$ cat src/rtl/alu_sequencer.sv
// Control stage for the 16-bit ALU: latches one operation, drives the ALU for a settle window
// per pass, loops the 1-bit shifter for multi-bit shifts. Optional feature macro: ALU_SEQ_MULTI_SHIFT_EN.
module alu_sequencer #(
    parameter int unsigned SETTLE_CYCLES = 1,
    localparam int unsigned DATA_W  = 16,
    localparam int unsigned FUNC_W  = 5,
    localparam int unsigned SHAMT_W = 4
) (
    input  logic               clock,
    input  logic               reset,
    input  logic               req_valid,
    output logic               req_ready,
    input  logic               req_shift,
    input  logic [FUNC_W-1:0]  req_f,
    input  logic               req_csel,
    input  logic               req_ucin,
    input  logic [DATA_W-1:0]  req_a,
    input  logic [DATA_W-1:0]  req_b,
    input  logic [SHAMT_W-1:0] req_shamt,
    output logic [DATA_W-1:0]  alu_a,
    output logic [DATA_W-1:0]  alu_b,
    output logic [FUNC_W-1:0]  alu_f,
    output logic               alu_csel,
    output logic               alu_ucin,
    output logic               alu_fcin,
    output logic               alu_notALUOE,
    output logic               alu_notShiftOE,
    input  logic [DATA_W-1:0]  alu_y,
    input  logic               alu_cout,
    input  logic               alu_zout,
    output logic               rsp_valid,
    input  logic               rsp_ready,
    output logic [DATA_W-1:0]  rsp_y,
    output logic               flag_c,
    output logic               flag_z
);

    localparam int unsigned SETTLE_W = (SETTLE_CYCLES > 1) ? $clog2(SETTLE_CYCLES) : 1;
    localparam logic [SETTLE_W-1:0] SETTLE_RELOAD = SETTLE_W'(SETTLE_CYCLES - 1);

    typedef enum logic [1:0] {
        IDLE = 2'd0,
        RUN  = 2'd1,
        DONE = 2'd2
    } seqState_t;

    seqState_t           state;
    seqState_t           stateNext;
    logic [DATA_W-1:0]   aNext;
    logic [DATA_W-1:0]   bNext;
    logic [DATA_W-1:0]   rspYNext;
    logic [FUNC_W-1:0]   fNext;
    logic                cselNext;
    logic                ucinNext;
    logic                flagCNext;
    logic                flagZNext;
    logic                notAluOeNext;
    logic                notShiftOeNext;
    logic                readyNext;
    logic                validNext;
    logic [SETTLE_W-1:0] settleCnt;
    logic [SETTLE_W-1:0] settleNext;
    logic                accept;
    logic                passEnd;
    logic                lastStep;

    assign accept   = (state == IDLE) && req_valid;
    assign passEnd  = (state == RUN) && (settleCnt == '0);
    assign alu_fcin = flag_c;

`ifdef ALU_SEQ_MULTI_SHIFT_EN
    localparam int unsigned STEP_W = SHAMT_W + 1;

    logic [STEP_W-1:0] stepCnt;
    logic [STEP_W-1:0] stepNext;
    logic [STEP_W-1:0] stepLoad;

    // shamt of 0 encodes a full 16-pass shift
    assign stepLoad = !req_shift          ? STEP_W'(1) :
                      (req_shamt == '0)   ? STEP_W'(16) :
                                            STEP_W'(req_shamt);
    assign lastStep = (stepCnt <= STEP_W'(1));

    always_comb begin
        stepNext = stepCnt;
        if (accept) begin
            stepNext = stepLoad;
        end else if (passEnd && !lastStep) begin
            stepNext = stepCnt - STEP_W'(1);
        end
    end

    always_ff @(posedge clock) begin
        if (reset) begin
            stepCnt <= '0;
        end else begin
            stepCnt <= stepNext;
        end
    end
`else
    logic unusedShamt;

    assign unusedShamt = ^req_shamt;
    assign lastStep    = 1'b1;
`endif

    // state register
    always_ff @(posedge clock) begin
        if (reset) begin
            state <= IDLE;
        end else begin
            state <= stateNext;
        end
    end

    // next-state and next-output decode
    always_comb begin
        stateNext      = state;
        aNext          = alu_a;
        bNext          = alu_b;
        fNext          = alu_f;
        cselNext       = alu_csel;
        ucinNext       = alu_ucin;
        rspYNext       = rsp_y;
        flagCNext      = flag_c;
        flagZNext      = flag_z;
        notAluOeNext   = alu_notALUOE;
        notShiftOeNext = alu_notShiftOE;
        settleNext     = settleCnt;

        case (state)
            IDLE: begin
                if (req_valid) begin
                    aNext          = req_a;
                    bNext          = req_b;
                    fNext          = req_f;
                    cselNext       = req_csel;
                    ucinNext       = req_ucin;
                    settleNext     = SETTLE_RELOAD;
                    notAluOeNext   = req_shift;
                    notShiftOeNext = !req_shift;
                    stateNext      = RUN;
                end
            end
            RUN: begin
                if (settleCnt != '0) begin
                    settleNext = settleCnt - SETTLE_W'(1);
                end else if (!lastStep) begin
                    // feed the shifter output back for the next 1-bit pass
                    aNext      = alu_y;
                    settleNext = SETTLE_RELOAD;
                end else begin
                    rspYNext       = alu_y;
                    flagCNext      = alu_cout;
                    flagZNext      = alu_zout;
                    notAluOeNext   = 1'b1;
                    notShiftOeNext = 1'b1;
                    stateNext      = DONE;
                end
            end
            DONE: begin
                if (rsp_ready) begin
                    stateNext = IDLE;
                end
            end
            default: begin
                stateNext      = IDLE;
                notAluOeNext   = 1'b1;
                notShiftOeNext = 1'b1;
            end
        endcase

        readyNext = (stateNext == IDLE);
        validNext = (stateNext == DONE);
    end

    // registered datapath and handshake outputs
    always_ff @(posedge clock) begin
        if (reset) begin
            alu_a          <= '0;
            alu_b          <= '0;
            alu_f          <= '0;
            alu_csel       <= 1'b0;
            alu_ucin       <= 1'b0;
            rsp_y          <= '0;
            flag_c         <= 1'b0;
            flag_z         <= 1'b0;
            alu_notALUOE   <= 1'b1;
            alu_notShiftOE <= 1'b1;
            settleCnt      <= '0;
            req_ready      <= 1'b1;
            rsp_valid      <= 1'b0;
        end else begin
            alu_a          <= aNext;
            alu_b          <= bNext;
            alu_f          <= fNext;
            alu_csel       <= cselNext;
            alu_ucin       <= ucinNext;
            rsp_y          <= rspYNext;
            flag_c         <= flagCNext;
            flag_z         <= flagZNext;
            alu_notALUOE   <= notAluOeNext;
            alu_notShiftOE <= notShiftOeNext;
            settleCnt      <= settleNext;
            req_ready      <= readyNext;
            rsp_valid      <= validNext;
        end
    end

endmodule

$ cat config.mk
export PLATFORM = sky130hd
export DESIGN_NAME = alu_sequencer
export DESIGN_NICKNAME = d
export VERILOG_FILES = /design/src/rtl/alu_sequencer.sv
export SDC_FILE = /design/constraint.sdc
export NUM_CORES = 1
export LEC_CHECK = 0
export CORE_MARGIN = 1.5
export CORE_UTILIZATION = 30
export DETAILED_ROUTE_END_ITERATION = 16
export PLACE_DENSITY = 0.66
export SLEW_MARGIN = 25
export SYNTH_ARGS = -nofsm -noshare
export SYNTH_HDL_FRONTEND = slang
export SYNTH_SLANG_ARGS = --single-unit
$ cat constraint.sdc
create_clock -name clock -period 1.81 [get_ports clock]
set_input_delay 0.2715 -clock clock [delete_from_list [all_inputs] [get_ports clock]]
set_output_delay 0.2715 -clock clock [all_outputs]
set_load 0.05 [all_outputs]
After elaboration in Yosys (flattened, before gate mapping):

Index checks and enable logic that the tools add are counted.

* latch bits: 0
* logic and storage cells: 42
* input bits: 66
* memories: 0
* RAM bits: 0
* bits in registers: 64
* ROM bits: 0

* reduce and logical (&&, ||, !) cells: 8
* magnitude comparators: 0
* $add $sub $neg: 1
* multiplexer cells: 12
* div/mod/pow operators: 0
* shift-type cells: 0
* bitwise operators: 2
* equal/unequal tests: 5
* $mul: 0

Operators by type and width (number)
* two-way mux 2 bit: 3
* one-hot mux 1 bit (3 select lines): 2
* one-hot mux 2 bit (3 select lines): 1
* AND reduction 2 bit: 3
* two-way mux 1 bit: 5
* == test 2 bit (second input constant): 2
* logical NOT 2 bit: 2
* inequality test 2 bit (second input constant): 2
* AND reduction 3 bit: 1
* == test 2 x 1 -> 1 bit (second input constant): 1
* NOT 1 bit: 2
* one-hot mux 1 bit (2 select lines): 1
* nonzero test 2 bit: 1
* logical NOT 1 bit: 1
* subtractor 1 bit (second input constant): 1

Logic depth before layout (Yosys ltp):

* word-level depth: 3
* depth in mapped cells: 5
* mapped depth without buffers: 3

Least setup slack after synthesis:

Ideal clock, no wire load.

* kind: flip-flop to flip-flop
* start point: reg state[0]
* end point: reg alu_a[10]
* setup slack: 0.521 ns
* required time: 1.678 ns
* data arrival time: 1.157 ns
* buffers on the path: 2
* cell stages (with the launch flop): 6
* library setup time: 0.132 ns
* path through: dfxtp_1 -> or3b_1 -> buf_4 -> buf_6 -> nand2_1 -> a21oi_1

* longest elaborated chain between the ends: 2

Ends and longest elaborated chain
* start: declaration: line 47 `seqState_t state;`
* start signal: assignment: line 112 `state <= stateNext;`
* logical NOT 2 bit: line 131 `case (state)`
* AND reduction 2 bit (no source line)
* end signal: assignment: line 194 `alu_a <= aNext;`
* end: declaration: line 20 `output logic [DATA_W-1:0] alu_a,`

Every way passes these cells.
A chain may end at the register's enable or synchronous reset.

Worst setup path after layout:

* start point: reg alu_f[3]
* end point: out alu_f[3]

RTL lines
* start: declaration: line 22 `output logic [FUNC_W-1:0] alu_f,`
* start signal: assignment: line 196 `alu_f <= fNext;`

No word-level cell between the ends.

==> implementation parameters <==
Parameter                              Value

Global route
  Wire length of the first global-routing pass    8970 µm
  Initial antenna violation count    0
  Total Routing Usage GR    15.08%
  Maximum number of pins on one net before global-route repair    29
  Via count of the first global-routing pass    1939
  Overflow left after global routing    0

Clock network
  CTS hold repair buffers    0
  Clock-pin slew on the worst setup and hold paths    0.07 ns
  Clk root buf    sky130_fd_sc_hd__clkbuf_8
  Depth of the CTS H-tree    3
  Number of CTS-inserted buffers    9
  CTS tree    built
  Clock latency at the later pin of the worst-skew pair    0.33 ns
  Clk buf depth    2
  Number of sinks handled by clock tree synthesis    63

Worst setup path
  Destination of the critical timing path    alu_f[3]
  Family with the most delay on the worst path    buffers and inverters
  First element of the critical path    alu_f[3]
  Worst Path Arrival    1.48 ns
  Critical setup path kind    flip-flop to output port
  Critical path, cell by cell    clkdlybuf4s50_1
  Required time of the critical path    1.54 ns
  Delay of the slowest cell on the worst path    0.81 ns
  Worst R2R End    alu_f[2]
  Peak fanout along the critical path    2
  Number of cells on the worst reg-to-reg path    4
  CP Depth    1
  Critical Path Start Type    flip-flop
  Reg-to-reg slack, setup    0.48 ns
  Combined buffer and inverter count along the critical path    1
  Master of the slowest instance on the critical path    sky130_fd_sc_hd__clkdlybuf4s50_1
  Capturing element type of the critical path    output port
  Startpoint of the worst register-to-register path    state[0]

STA
  Slew at the pin with the worst max-slew slack    0.5308 ns
  Final critical delay including setup and external delays    between 1.5 and 2 ns
  Setup repair after global routing missed its margin    no
  Number of endpoints with negative hold slack in the final report    0
  Slew Limit Headroom    64.56%
  Maximum clock skew at final layout    0.003734 ns
  Upper clock frequency limit    between 0.5 and 0.6 GHz
  TNS Setup    0 ns
  Hold WS    between 0.3 and 0.4 ns
  Max-slew violations    0
  Setup violation total in the final timing report    0
  Final Cycle Share    96.72%

Floorplan
  Floorplan die width    88.43 µm
  Height of the chip    between 80 and 90 µm
  Count of pins on the block boundary    128
  Area of the placeable core    6907 µm²
  Floorplan die area    7820 µm²
  Initial core utilization    31.70%
  Count of standard-cell rows    30

Yosys
  Seq cells post-synth    63
  Number of library cell types mapped by synthesis    17
  Syn_area_per_cell    8.021 µm²
  Area fraction of the dominant cell type after synthesis    57.60%
  Syn Inst Count    273
  Sequential cell area fraction in the yosys report    57.60%
  Number of warning messages in the yosys log    0
  Cell area after synthesis    between 2000 and 2500 µm²
  Leading post-synthesis cells by cell area    sky130_fd_sc_hd__dfxtp_1, sky130_fd_sc_hd__nand2_1, sky130_fd_sc_hd__a21oi_1
  Biggest area consumer among synthesized cells    sky130_fd_sc_hd__dfxtp_1
  Post-synthesis net count    339

Min path
  Class of the tightest hold or removal check    primary input to flip-flop

Place
  HPWL after DPL    4111 µm
  PortBufs    123
  GPL Wtd Cong    0.6684

Pwr
  IR drop worst, VDD    611.1 µV
  Leakage dissipation    1.572 nW
  Ratio of total power to cell area    948.7 nW/µm²

Run status
  Outcome    finished clean

Drt
  Via Count    2160
  First drt pass iteration count    4
  Post-detailed-route DRC marker count    0
  Wire per inst    11.83 µm
  Drt initial violations    84
  Total wire length    5890 µm
  Post-DRT Antenna Nets    0
  Post-detailed-route via-to-cell ratio    4.337

Cells and area
  Core occupancy in the finished layout    between 50% and 60%
  Fill cell count    692
  Area occupied by multi-input gates    between 800 and 900 µm²
  Share of post-route cells with drive strength above 1    7.463%
  Layout overhead on the synthesized area    71.71%
  Net count reported at finish    463
  FF+latch area    1261 µm²
  Number of antenna cells inserted    0

Run
  Number of max-cap violations    0
[area by class of cell]
class	instances	share of cell area [%]
clock buffers	13	4.493
flip-flops and latches	63	33.54
clock inverters	3	1.065
repair buffers	133	35.54
multi-input cells	190	22.16
well taps	96	3.195
[per-layer routing]
layer	wire length (µm)	part of all wire [%]	up-vias	GRT usage (%)
met3	505	8.6	7	7.836
li1	-	-	1119	-
met2	2812	48	75	25.68
met4	47	0.80	0	3.835
met1	2525	43	959	16.66
met5	0	0	-	0
[state kept, by name (all words and copies together), names as in the netlist]
register        flops
alu_f               5
alu_b              16
alu_ucin            1
alu_notALUOE        1
alu_fcin            1
flag_z              1
alu_notShiftOE      1
alu_csel            1
state               2
alu_a              16
rsp_y              16
rsp_valid           1
req_ready           1
[where the power goes]
part           switching [mW]  total, mW  leakage (nW)  internal (mW)
Sequential             0.0425       1.51         0.516           1.47
Clock                   0.510       1.26         0.109          0.745
Combinational           0.476      0.798         0.946          0.322
Total                    1.03       3.57          1.57           2.54
[cells in the mapped netlist]
cell type                  instances
sky130_fd_sc_hd__nor2_1            2
sky130_fd_sc_hd__nand3b_1          1
sky130_fd_sc_hd__or3b_1            1
sky130_fd_sc_hd__nand2b_1          3
sky130_fd_sc_hd__dfxtp_1          63
sky130_fd_sc_hd__clkbuf_1         10
sky130_fd_sc_hd__nand2_1         116
sky130_fd_sc_hd__buf_4             3
sky130_fd_sc_hd__or3b_2            1
sky130_fd_sc_hd__buf_2             6
sky130_fd_sc_hd__o21ai_0           2
sky130_fd_sc_hd__nand3_1           1
sky130_fd_sc_hd__buf_6             1
sky130_fd_sc_hd__nor2b_1           2
sky130_fd_sc_hd__a21oi_1          59
sky130_fd_sc_hd__nor3b_2           1
sky130_fd_sc_hd__nor3_1            1
[cell usage in the layout (no fill, tap or decap), drive strengths merged, types with 2 or more instances in the layout]
| cell | Yosys | routed |
|---|---|---|
| a21oi | 59 | 59 |
| nor2b | 2 | 2 |
| or3b | 2 | 2 |
| clkbuf | 10 | 13 |
| clkinv | 0 | 2 |
| nand2b | 3 | 3 |
| nand2 | 116 | 116 |
| o21ai | 2 | 2 |
| dlymetal6s2s | 0 | 11 |
| nor2 | 2 | 2 |
| buf | 10 | 13 |
| dfxtp | 63 | 63 |
| clkdlybuf4s50 | 0 | 109 |
[per-stage QoR]
| step | setup slack [ns] | instances | power (mW) | area (µm²) |
|---|---|---|---|---|
| finish | 0.05932 | 498 | 3.567 | 3760 |
| global route | 0.0006213 | 498 | 3.736 | 3760 |
| floorplan | 0.5207 | 273 | 2.007 | 2190 |
| CTS | 0.01456 | 498 | 3.623 | 3732 |
| global placement | 0.1038 | 482 | 2.343 | 3523 |
| detailed placement | 0.09177 | 482 | 2.353 | 3523 |
[how the worst min path moves through the flow]
| stage | startpoint | end | cells past startpoint |
|---|---|---|---|
| 2_1_floorplan | req_a[10] | alu_a[10] | 2 |
| 5_1_grt | reset | alu_f[2] | 2 |
| 3_5_place_dp | rsp_y[3] | rsp_y[3] | 2 |
| 6_report | reset | alu_a[7] | 2 |
| 4_1_cts | reset | alu_f[2] | 2 |
| 3_3_place_gp | alu_f[1] | alu_f[1] | 2 |
[cell families (layout without fill, tap and decap cells)]
kind of cell           Yosys count  count (layout)  synth area share [%]
DFF                             63              63                 57.60
buffers and inverters           20             149                 4.629
AOI/OAI and AO/OA               61              61                 13.94
and+or+nand+nor                129             129                 23.83
[repair_timing]
item | CTS | global route
resized for setup | 0 | 11
endpoints found under the setup margin | 0 | 11
endpoints found under the hold margin | 0 | 0
buffers inserted | 0 | 0
Power figures use the tool's default switching activity.
==> RTL edit 1: new RTL, config.mk and constraints unchanged <==
Register the output `flag_c` once more, cleared by the reset; this adds one clock of latency there. The other outputs are not delayed to match.
--- a/src/rtl/alu_sequencer.sv
+++ b/src/rtl/alu_sequencer.sv
@@ -44,6 +44,8 @@
         DONE = 2'd2
     } seqState_t;
 
+    logic flag_c_s0;
+
     seqState_t           state;
     seqState_t           stateNext;
     logic [DATA_W-1:0]   aNext;
@@ -66,7 +68,7 @@
 
     assign accept   = (state == IDLE) && req_valid;
     assign passEnd  = (state == RUN) && (settleCnt == '0);
-    assign alu_fcin = flag_c;
+    assign alu_fcin = flag_c_s0;
 
 `ifdef ALU_SEQ_MULTI_SHIFT_EN
     localparam int unsigned STEP_W = SHAMT_W + 1;
@@ -122,7 +124,7 @@
         cselNext       = alu_csel;
         ucinNext       = alu_ucin;
         rspYNext       = rsp_y;
-        flagCNext      = flag_c;
+        flagCNext      = flag_c_s0;
         flagZNext      = flag_z;
         notAluOeNext   = alu_notALUOE;
         notShiftOeNext = alu_notShiftOE;
@@ -183,7 +185,7 @@
             alu_csel       <= 1'b0;
             alu_ucin       <= 1'b0;
             rsp_y          <= '0;
-            flag_c         <= 1'b0;
+            flag_c_s0      <= 1'b0;
             flag_z         <= 1'b0;
             alu_notALUOE   <= 1'b1;
             alu_notShiftOE <= 1'b1;
@@ -197,7 +199,7 @@
             alu_csel       <= cselNext;
             alu_ucin       <= ucinNext;
             rsp_y          <= rspYNext;
-            flag_c         <= flagCNext;
+            flag_c_s0      <= flagCNext;
             flag_z         <= flagZNext;
             alu_notALUOE   <= notAluOeNext;
             alu_notShiftOE <= notShiftOeNext;
@@ -207,5 +209,13 @@
         end
     end
 
+    always_ff @(posedge clock) begin
+        if (reset) begin
+            flag_c <= '0;
+        end else begin
+            flag_c <= flag_c_s0;
+        end
+    end
+
 endmodule
 
Check against the original RTL: not equivalent (Yosys sat finds a counterexample within 4 cycles, from zero or initial values and one cycle with reset high).
==> RTL edit 1 against the original RTL <==
  * Total power is 4.3% lower
  * Worst setup slack better by 0.0018 ns
  * Cell area is essentially flat
  * Clock power down 15%
  * Wire length grew 0.44%
  * Sequential cell count rose by 1
  * Sequential share of layout area grew 0.52 points
  * Area after synthesis is 0.86% higher
  * Largest cell class unchanged
  * Largest power group unchanged
==> RTL edit 1: results (changes against the original RTL) <==
Syn Nets - 340 (+0.29%)
Top flop regs - alu_a x16, alu_b x16, rsp_y x16
Post-placement cell area - 3580 sq um (+1.6%)
DR iter-0 viols - 56 (-33%)
Final Skew - 0.00654 ns (+0.00281 ns)
Critical path arrival - 1.48 ns (about the same)
Slowest-stage cell, CP - clkdlybuf4s50_1
Routed WL - 5.92 mm (+0.44%)
Number of global-route vias before repair - 1904 (-1.8%)
Yosys warnings - 0 (unchanged)
Post-Place Cells - 485 (+0.62%)
Post-synthesis area per instance - 8.06 sq um (+0.49%)
Main area contributors after synthesis - dfxtp_1 58%, nand2_1 20%, a21oi_1 13%
Hold slack - 0.450 ns (+0.0777 ns)
VDD IR max - 0.513 mV (-16%)
Largest family of logic cells by synthesized area - simple AND/OR/NAND/NOR gates
Maximum clock path buffer count - 2 (unchanged)
Hold endpoint - alu_b[3]
Measured slew at the worst slew-check pin - 0.592 ns (+0.0610 ns)
Overall global routing resource usage - 14.7% (-0.36 points)
Largest net degree at the start of global routing - 40 (+38%)
1st-pass router iterations - 4 (unchanged)
Distinct cells, synth - 17 (unchanged)
Non-Filler Instances - 500 (+0.40%)
Cell Int Power - 2.38 mW (-6.0%)
Post-place setup slack - 0.0836 ns (-0.00816 ns)
N_diodes - 0 (unchanged)
Synth top area share - 58.0% (+0.42 points)
First-pass GRT wire length - 8.77 mm (-2.2%)
P_leak - 1.45 nW (-7.8%)
HP Start - alu_b[3]
Met2 usage - 24.2% (-1.4 points)
Nets - 463 (unchanged)
Routing usage on met3 - 7.37% (-0.47 points)
DP HPWL - 4.10 mm (-0.38%)
Top delay family on crit path - buffers and inverters
WL met1 - 2.45 mm (-3.1%)
Async SR Flop Fraction - 0% (unchanged)
Most common library cells after synthesis - 116 x nand2_1, 64 x dfxtp_1, 59 x a21oi_1, 10 x clkbuf_1, 6 x buf_2
Routability Congestion - 0.694 (+3.8%)
RR Endpoint - alu_a[7]
Routed wl met3 - 500 um (-0.99%)
Post-synthesis compound-gate area fraction - 13.8% (-0.12 points)
Clock power share - 31.3% (-3.9 points)
Via count - 2177 (+0.79%)
Hold Path Class - flop to flop
Met2 WL - 2.91 mm (+3.4%)
Total Power - 3.41 mW (-4.3%)
Adder-cell share of the synthesized area - 0% (unchanged)
Status - completed
Share of post-route cells with drive strength above 1 - 6.48% (-0.98 points)
Num CTS Buffers - 9 (unchanged)
Register area share after synthesis - 58.0% (+0.42 points)
Met1 Usage GRT - 16.8% (+0.13 points)
## RTL edit 1: final cells by class
| cell class | instances | area, sq um |
|---|---|---|
| clock buffer | 12 | 155 |
| multi-input combinational | 191 | 840 |
| fill | 700 | 3410 |
| sequential | 64 | 1280 |
| tap | 99 | 124 |
| timing repair buffer | 131 | 1340 |
| clock inverter | 3 | 17.5 |
## RTL edit 1: what timing repair did
action | CTS | global route
setup endpoints to repair | 0 | 4
resized for setup | 0 | 4
hold buffers | 0 | 0
endpoints found under the hold margin | 0 | 0
## RTL edit 1: worst max path at each step
stage	end	depth (start not counted)	startpoint	slack, ns
global route	alu_notShiftOE	1	alu_notShiftOE	0.001
CTS	alu_fcin	1	alu_fcin	0.01
floorplan	alu_a[10]	5	state[0]	0.52
detailed placement	alu_a[2]	5	req_valid	0.08
finish	rsp_y[12]	1	rsp_y[12]	0.06
global placement	alu_a[4]	5	req_valid	0.11
==> RTL edit 2: new RTL, same flow settings <==
Without the edit above. Add a define of `ALU_SEQ_MULTI_SHIFT_EN`.
--- a/src/rtl/alu_sequencer.sv
+++ b/src/rtl/alu_sequencer.sv
@@ -1,5 +1,7 @@
 // Control stage for the 16-bit ALU: latches one operation, drives the ALU for a settle window
 // per pass, loops the 1-bit shifter for multi-bit shifts. Optional feature macro: ALU_SEQ_MULTI_SHIFT_EN.
+`define ALU_SEQ_MULTI_SHIFT_EN
+
 module alu_sequencer #(
     parameter int unsigned SETTLE_CYCLES = 1,
     localparam int unsigned DATA_W  = 16,
Formal check against the unedited RTL: not equivalent (a bounded check fails within 4 cycles, from zero or initial values and one cycle with reset high).
==> RTL edit 2 against the original RTL <==
  * Register-to-register slack lost 0.38 ns
  * Critical path type unchanged
  * Sequential cell count grew 5
  * Synthesized cell count grew 8.4%
  * Worst setup slack lost 0.0088 ns
  * Utilization shrank 4.7 points
  * Wire length grew 28%
  * Total power grew 72%
  * Cell area grew 21%
  * Area after synthesis grew 28%
  * Combinational power grew to 3.7 times the old value
  * Fmax shrank 0.50%
  * Sequential power grew 30%
  * Count of clock-buffer cells in the layout shrank 2
  * Critical path depth is the same
==> RTL edit 2: results (changes against the original RTL) <==
Post-layout instance area - 4550 sq um (+21%)
Clock-pin transition on the worst setup and hold timing paths - 0.07 ns (about the same)
VDD IR max - 0.446 mV (-27%)
Slowest-stage cell, CP - clkdlybuf4s50_1
Yosys warnings - 0 (unchanged)
Distinct cells, synth - 32 (+15)
Maximum clock path buffer count - 2 (unchanged)
Adder-cell share of the synthesized area - 0.894% (+0.89 points)
Via/cell ratio - 4.72 (+8.7%)
Number of global-route vias before repair - 2571 (+33%)
Routability Congestion - 0.791 (+18%)
Mux share of post-synthesis cell area - 12.2% (+12 points)
Top flop regs - alu_a x16, alu_b x16, rsp_y x16
Share of post-route cells with drive strength above 1 - 12.2% (+4.7 points)
Post-synthesis compound-gate area fraction - 16.3% (+2.3 points)
P_leak - 2.33 nW (+48%)
Fill count - 884 (+28%)
Hold Path Class - input port to flop
N_diodes - 0 (unchanged)
Status - completed
CP max stage delay - 0.81 ns (about the same)
Final Skew - 0.00793 ns (+0.00419 ns)
DR iter-0 viols - 71 (-15%)
Rel. slew slack - 59.9% (-4.6 points)
Main area contributors after synthesis - dfxtp_1 49%, mux2i_1 12%, nand2_1 6.2%
Top delay family on crit path - buffers and inverters
Post-place setup slack - -0.0466 ns (-0.138 ns)
Initial antenna violation count - 0 (unchanged)
Nets - 497 (+7.3%)
First-pass GRT wire length - 12.0 mm (+33%)
Post-placement cell area - 4210 sq um (+19%)
Async SR Flop Fraction - 0% (unchanged)
Mapped Cells - 296 (+8.4%)
XOR/XNOR share of the synthesized area - 0.313% (+0.31 points)
CTS root buffer - clkbuf_8
Num CTS Buffers - 9 (unchanged)
Register area share after synthesis - 48.6% (-9.0 points)
DP HPWL - 5.16 mm (+25%)
Clock Latency Late Sink - 0.34 ns
Overall global routing resource usage - 15.3% (+0.19 points)
Non-Filler Instances - 545 (+9.4%)
Syn Nets - 364 (+7.4%)
Routed wire per std cell - 13.8 um (+17%)
Largest net degree at the start of global routing - 28 (-3.4%)
IO buf count - 127 (+3.3%)
Crit Path Max Fanout - 2 (unchanged)
Post-Place Cells - 524 (+8.7%)
Most common library cells after synthesis - 68 x dfxtp_1, 46 x nand2_1, 42 x nor2_1, 34 x mux2i_1, 32 x a21oi_1
-- RTL edit 2: cell count changes after synthesis, moves of 3 or more --
| cell | change |
|---|---|
| a211oi_1 | +7 |
| a211oi_2 | +12 |
| a21oi_1 | -27 |
| buf_2 | -4 |
| buf_4 | +4 |
| buf_6 | +3 |
| dfxtp_1 | +5 |
| mux2i_1 | +34 |
| nand2_1 | -70 |
| nor2_1 | +40 |
| nor3_1 | +3 |
| nor3b_1 | +3 |
-- RTL edit 2: where the power goes --
group | switching, mW | internal, mW
Clock | 0.559 | 0.630
Combinational | 1.76 | 1.21
Sequential | 0.175 | 1.79
-- RTL edit 2: cell type report --
type / instances / share of cell area [%]
multi-input combinational: 203 / 28.4
inverter: 2 / 0.165
clock buffer: 11 / 2.89
tap: 111 / 3.05
clock inverter: 5 / 1.15
timing repair buffer: 145 / 34.4
sequential: 68 / 29.9
-- RTL edit 2: kinds of logic after synthesis --
| logic type | after synthesis |
|---|---|
| fa+ha+maj | 2 |
| mux | 34 |
| buf+inv | 25 |
| flops | 68 |
| simple gates | 105 |
| xor+xnor | 1 |
| compound gates | 61 |
-- RTL edit 2: final timing paths --
check | start | depth (start not counted) | slack [ns] | to
worst min-delay path | reset | 2 | 0.42 | rsp_y[14]
worst max register to register | stepCnt[1] | 8 | 0.10 | alu_a[14]
worst min register to register | alu_b[2] | 2 | 0.45 | alu_b[2]
worst max-delay path | alu_b[15] | 1 | 0.05 | alu_b[15]
-- RTL edit 2: metal layers --
| layer | part of all wire, % | GRT usage [%] | vias to the layer above |
|---|---|---|---|
| li1 | - | - | 1278 |
| met1 | 43 | 17.7 | 1187 |
| met2 | 47 | 25.0 | 92 |
| met3 | 8.5 | 6.32 | 13 |
| met4 | 1.5 | 6.18 | 0 |
| met5 | 0 | 0 | - |
-- RTL edit 2: what timing repair did --
item,4_1_cts,5_1_grt
setup endpoints to repair,7,49
pin swaps,1,2
cloned,1,1
buffers inserted,2,1
hold buffers,0,0
gates resized for setup,3,31
